--- src/rtl/imem_loader_pkg.sv ---
// Shared definitions for the imem program loader: FSM encoding, frame sync byte,
// and the width of the frame-length field.
package imem_loader_pkg;

    typedef enum logic [2:0] {
        ST_IDLE   = 3'd0,
        ST_CNT_HI = 3'd1,
        ST_CNT_LO = 3'd2,
        ST_LOAD   = 3'd3,
        ST_CHK    = 3'd4
    } state_e;

    localparam logic [7:0] SYNC_BYTE = 8'hA5;
    localparam int         LEN_W     = 16;

endpackage

--- src/rtl/imem_loader_byte_packer.sv ---
// Big-endian 4-byte shift assembler; word_done flags the 4th byte handshake and
// word_valid/word present the assembled word one cycle later.
module byte_packer (
    input  logic        clk,
    input  logic        rst_n,
    input  logic        clr,
    input  logic        in_valid,
    input  logic [7:0]  in_data,
    output logic        word_done,
    output logic        word_valid,
    output logic [31:0] word
);

    logic [23:0] shift_q, shift_d;
    logic [1:0]  idx_q, idx_d;
    logic        wv_q, wv_d;
    logic [31:0] word_q, word_d;

    assign word_done  = in_valid && (idx_q == 2'd3);
    assign word_valid = wv_q;
    assign word       = word_q;

    always_comb begin
        shift_d = shift_q;
        idx_d   = idx_q;
        wv_d    = 1'b0;
        word_d  = word_q;
        if (clr) begin
            idx_d = 2'd0;
        end else if (in_valid) begin
            shift_d = {shift_q[15:0], in_data};
            idx_d   = idx_q + 2'd1;
            // Only the last three bytes are kept; the 4th completes the word directly.
            if (idx_q == 2'd3) begin
                wv_d   = 1'b1;
                word_d = {shift_q, in_data};
            end
        end
    end

    always_ff @(posedge clk or negedge rst_n) begin
        if (!rst_n) begin
            shift_q <= '0;
            idx_q   <= '0;
            wv_q    <= 1'b0;
            word_q  <= '0;
        end else begin
            shift_q <= shift_d;
            idx_q   <= idx_d;
            wv_q    <= wv_d;
            word_q  <= word_d;
        end
    end

endmodule

--- src/rtl/imem_loader.sv ---
// Framed byte-stream loader feeding the imem write port and releasing the pipeline via start.
// Optional trailing XOR checksum byte is enabled by defining LOADER_CHECKSUM_EN.
module imem_loader
    import imem_loader_pkg::*;
#(
    parameter int         ADDR_W = 9,
    parameter int         DEPTH  = 512,
    parameter logic [7:0] SYNC   = SYNC_BYTE
) (
    input  logic              clk,
    input  logic              rst_n,
    input  logic              s_valid,
    input  logic [7:0]        s_data,
    output logic              s_ready,
    input  logic              abort,
    output logic              imem_we,
    output logic [ADDR_W-1:0] imem_addr,
    output logic [31:0]       imem_wdata,
    output logic              start,
    output logic              busy,
    output logic              err
);

    state_e            state_q, state_d;
    logic [LEN_W-1:0]  cnt_q, cnt_d, words_q, words_d, n_rx;
    logic [7:0]        cnt_hi_q, cnt_hi_d, chk_q, chk_d;
    logic [ADDR_W-1:0] addr_q, addr_d;
    logic              start_q, start_d, err_q, err_d, rdy_q;
    logic              hs, pk_valid, word_done;

    assign hs        = s_valid && rdy_q;
    assign s_ready   = rdy_q;
    assign imem_addr = addr_q;
    assign start     = start_q;
    assign err       = err_q;
    assign busy      = (state_q != ST_IDLE);
    assign n_rx      = {cnt_hi_q, s_data};
    // A byte arriving together with abort never reaches the assembler.
    assign pk_valid  = hs && !abort && (state_q == ST_LOAD);

    byte_packer u_packer (
        .clk        (clk),
        .rst_n      (rst_n),
        .clr        (state_q != ST_LOAD),
        .in_valid   (pk_valid),
        .in_data    (s_data),
        .word_done  (word_done),
        .word_valid (imem_we),
        .word       (imem_wdata)
    );

    always_comb begin
        state_d  = state_q;
        cnt_d    = cnt_q;
        cnt_hi_d = cnt_hi_q;
        words_d  = words_q;
        chk_d    = chk_q;
        addr_d   = imem_we ? addr_q + 1'b1 : addr_q;
        start_d  = start_q;
        err_d    = err_q;
        if (abort) begin
            if (state_q != ST_IDLE) begin
                state_d = ST_IDLE;
                start_d = 1'b0;
                err_d   = 1'b1;
            end
        end else if (hs) begin
            case (state_q)
                ST_IDLE: begin
                    if (s_data == SYNC) begin
                        state_d = ST_CNT_HI;
                        start_d = 1'b0;
                        err_d   = 1'b0;
                        words_d = '0;
                        chk_d   = '0;
                        addr_d  = '0;
                    end
                end
                ST_CNT_HI: begin
                    cnt_hi_d = s_data;
                    state_d  = ST_CNT_LO;
                end
                ST_CNT_LO: begin
                    if (n_rx == '0 || int'(n_rx) > DEPTH) begin
                        err_d   = 1'b1;
                        state_d = ST_IDLE;
                    end else begin
                        cnt_d   = n_rx;
                        state_d = ST_LOAD;
                    end
                end
                ST_LOAD: begin
                    chk_d = chk_q ^ s_data;
                    if (word_done) begin
                        words_d = words_q + 1'b1;
                        if (words_d == cnt_q) begin
`ifdef LOADER_CHECKSUM_EN
                            state_d = ST_CHK;
`else
                            // start becomes visible alongside the final imem write.
                            state_d = ST_IDLE;
                            start_d = 1'b1;
`endif
                        end
                    end
                end
                ST_CHK: begin
                    if (s_data == chk_q) start_d = 1'b1;
                    else                 err_d   = 1'b1;
                    state_d = ST_IDLE;
                end
                default: state_d = ST_IDLE;
            endcase
        end
    end

    always_ff @(posedge clk or negedge rst_n) begin
        if (!rst_n) begin
            state_q  <= ST_IDLE;
            cnt_q    <= '0;
            cnt_hi_q <= '0;
            words_q  <= '0;
            chk_q    <= '0;
            addr_q   <= '0;
            start_q  <= 1'b0;
            err_q    <= 1'b0;
            rdy_q    <= 1'b0;
        end else begin
            state_q  <= state_d;
            cnt_q    <= cnt_d;
            cnt_hi_q <= cnt_hi_d;
            words_q  <= words_d;
            chk_q    <= chk_d;
            addr_q   <= addr_d;
            start_q  <= start_d;
            err_q    <= err_d;
            rdy_q    <= 1'b1;
        end
    end

endmodule

--- config.mk ---
export PLATFORM = sky130hd
export DESIGN_NAME = imem_loader
export DESIGN_NICKNAME = d
export VERILOG_FILES = /design/src/rtl/imem_loader_pkg.sv /design/src/rtl/imem_loader_byte_packer.sv /design/src/rtl/imem_loader.sv
export SDC_FILE = /design/constraint.sdc
export NUM_CORES = 1
export LEC_CHECK = 0
export CAP_MARGIN = 20
export CORE_ASPECT_RATIO = 0.6
export CORE_MARGIN = 5
export CORE_UTILIZATION = 35
export DETAILED_ROUTE_END_ITERATION = 10
export PLACE_DENSITY = 0.57
export RECOVER_POWER = 25
export SLEW_MARGIN = 15
export SYNTH_ARGS = -nofsm -noshare
export SYNTH_HDL_FRONTEND = slang
export SYNTH_SLANG_ARGS = --single-unit
--- constraint.sdc ---
create_clock -name clk -period 2.7 [get_ports clk]
set_input_delay 0.675 -clock clk [delete_from_list [all_inputs] [get_ports clk]]
set_output_delay 0.675 -clock clk [all_outputs]
set_load 0.005 [all_outputs]
==> results.json <==
{
  "max_cap_viol_count": 0,
  "drt_iter0_drc": 309,
  "fin_skew_ps": 8.884,
  "rr_endpoint": "state_q[0]",
  "power.density_nw_per_um2": 717.1,
  "cp.required_ps": 2990,
  "nets": 637,
  "timing.rr.start": "words_q[4]",
  "cts.root.buffer_cell": "clkbuf_16",
  "path_clk_slew_ps": 60,
  "grt_pass1_wl_um": 22850,
  "synth_area_um2": 5348,
  "setup.worst_path.end_class": "flip-flop",
  "cp.arrival_ps": 3010,
  "num_rows": 35,
  "synth_edf_count": 0,
  "clock_sinks": 113,
  "gp_congestion": 0.9155,
  "synth_seq_cells": 113,
  "dr_total_vias": 4210,
  "grt_setup_unrepaired": "yes",
  "synth-main-ff-cell": "dfrtp_1",
  "synthToLayoutAreaGrowth_pct": 36.20,
  "combPwrFrac_pct": 14.9,
  "gr-total-overflow": 0,
  "synth.most_common_cell": "dfrtp_1",
  "grt_pass1_vias": 4173,
  "crit_fanout": 6,
  "r2r_slack_ps": -20,
  "dieArea_um2": 17930,
  "clockPowerShare_pct": 45.3,
  "synth_area_per_cell_um2": 10.59,
  "gr-usage-all-layers_pct": 16.13,
  "diodes": 0,
  "synth_fp_nets": 524,
  "tightest_slew_ps": 986.7,
  "viasPerCell": 5.048,
  "period_needed_ps": 2718,
  "io_buffers": 57,
  "busiest_layer": "met1",
  "slew_violations": 0,
  "power_mw": 5.223,
  "p_int_mw": 3.787,
  "p_leak_nw": 3.399,
  "violations": "setup timing",
  "slew_headroom_pct": 34.22,
  "yosys_warnings": 0,
  "vdd_drop_max_mv": 0.4006,
  "finalCritPeriodShare_pct": 100.7,
  "cts.htree.levels": 4,
  "status": "complete, but fails checks",
  "synth_area_leaders": "dfrtp_1 53%, mux2_2 11%, nand2_1 7.3%",
  "cts_buffer_depth": 2,
  "synth_cells": 505,
  "cts_buffers": 17,
  "fin_setup_tns_ps": -34.91,
  "switching_power_mw": 1.435,
  "initial_core_util_pct": 35.29,
  "synthArstFlopShare_pct": 100.0,
  "drt_wl_total_um": 13890,
  "layout_setup_ws_ps": -18.30,
  "crit_type": "reg2reg",
  "ys_types": 57,
  "grt_use_met3_pct": 3.486,
  "setup_viol": 2,
  "met1_usage_pct": 25.10,
  "p_seq_share_pct": 39.9,
  "die_x_um": 169.6,
  "num_io_pins": 58,
  "dr.pass1.iters": 5,
  "pre_cts_slack_ps": -519.6,
  "clk_latency_ps": 410,
  "synth_top_area_share_pct": 52.88,
  "layout-drive-gt1-share_pct": 27.89,
  "antenna_found_initial": 0,
  "hold_class": "in2async",
  "synth_area_leader_cell": "dfrtp_1",
  "critPathLaunchType": "flip-flop",
  "yosys-top-cells-count": "113 x dfrtp_1, 104 x nand2_1, 50 x mux2_2",
  "hpwl_um": 10080,
  "tritoncts": "done",
  "num-fill-cells": 1383,
  "p_sw_share_pct": 27.48,
  "ant_nets": 0,
  "wl_per_cell_um": 16.65,
  "hold_viol": 0,
  "grt_max_degree": 41,
  "coreArea_um2": 15150,
  "drc": 0,
  "max_freq_mhz": 367.9,
  "reg2reg_depth": 8,
  "grt_use_met2_pct": 22.16,
  "yosysSeqAreaShare_pct": 52.88,
  "die_h_um": 105.7
}
[logic make-up (layout without fill, tap and decap cells)]
logic type               after synthesis  after routing  share of synthesized area (%)
AO/OA/AOI/OAI                         64             64                          8.330
AND/OR/NAND/NOR                      201            201                          18.51
flip-flops                           113            113                          52.88
buffers and inverters                 38            164                          2.878
multiplexers                          54             54                          11.28
adder cells (fa/ha/maj)                7              7                          1.638
XOR/XNOR                              27             27                          4.422
other                                  1              1                        0.07012
[how the worst max path moves through the flow]
| stage | startpoint | end | slack, ps | cells past startpoint |
|---|---|---|---|---|
| 4_1_cts | s_data[1] | err | 5 | 8 |
| 3_3_place_gp | abort | state_q[0] | -490 | 8 |
| 5_1_grt | words_q[0] | state_q[0] | -30 | 8 |
| 6_report | words_q[4] | state_q[0] | -20 | 8 |
| 3_5_place_dp | abort | state_q[0] | -520 | 8 |
| 2_1_floorplan | words_q[0] | state_q[0] | 4 | 8 |
[power groups by stage]
stage	Sequential [mW]	Combinational, mW	Clock [mW]
CTS	2.08	0.779	2.41
detailed placement	2.10	0.753	0
global route	2.11	0.863	2.47
floorplan	2.05	0.474	0
finish	2.08	0.777	2.36
global placement	2.10	0.726	0
[layout make-up]
type / instances / area, um^2 / area share, %
flip-flops and latches: 113 / 2830 / 38.86
multi-input cells: 354 / 2471 / 33.93
repair buffers: 122 / 1069 / 14.67
clock buffers: 17 / 425.4 / 5.841
clock inverters: 15 / 196.4 / 2.697
well taps: 203 / 254.0 / 3.487
inverters: 10 / 37.54 / 0.5154
[per-stage QoR]
stage	instances	cell area, um^2	hold slack (ps)	util (%)
after floorplan	505	5385	379.4	-
after global placement	799	6570	448.4	43.36
after detailed placement	799	6570	453.2	43.36
after CTS	833	7257	241.8	47.89
after global routing	834	7283	484.7	48.07
final	834	7283	405.2	48.07
[flip-flops by register name, summed over array words and instances, names as in the netlist, 2 cells and up]
| signal | cells |
|---|---|
| imem_addr | 9 |
| u_packer.idx_q | 2 |
| u_packer.word | 32 |
| state_q | 2 |
| cnt_q | 16 |
| cnt_hi_q | 8 |
| u_packer.shift_q | 24 |
| words_q | 16 |
[routing by layer]
metal | part of all wire, % | vias up
met3 | 6.4 | 8
met4 | 0.59 | 0
met5 | 0 | -
met2 | 41 | 105
li1 | - | 1999
met1 | 52 | 2098
[worst max-delay path: stages (launching register included)]
cell	delay, ps
dfrtp_1	470
buf_4	190
and4_2	270
nand2_1	100
o41ai_2	500
o22ai_1	170
or4_4	460
and2_4	180
a311o_1	260
[cells in the final DEF (no fill, tap or decap), types with 10 or more instances in the layout]
| cell type | instances |
|---|---|
| dfrtp_1 | 111 |
| nand2_1 | 103 |
| buf_4 | 62 |
| clkdlybuf4s50_1 | 54 |
| mux2_2 | 50 |
| nor2_1 | 19 |
| o21ai_0 | 18 |
| clkbuf_16 | 17 |
| xor2_1 | 14 |
| xnor2_1 | 12 |
| a22o_1 | 11 |
| nand3_1 | 10 |
[what timing repair did]
item	4_1_cts	5_1_grt
hold buffers	0	0
hold endpoints to repair	0	0
endpoints found under the setup margin	4	14
gates resized for setup	10	8
pin swaps	10	5
gates cloned	0	0
setup buffers	2	1
(Power assumes the default switching activity.)
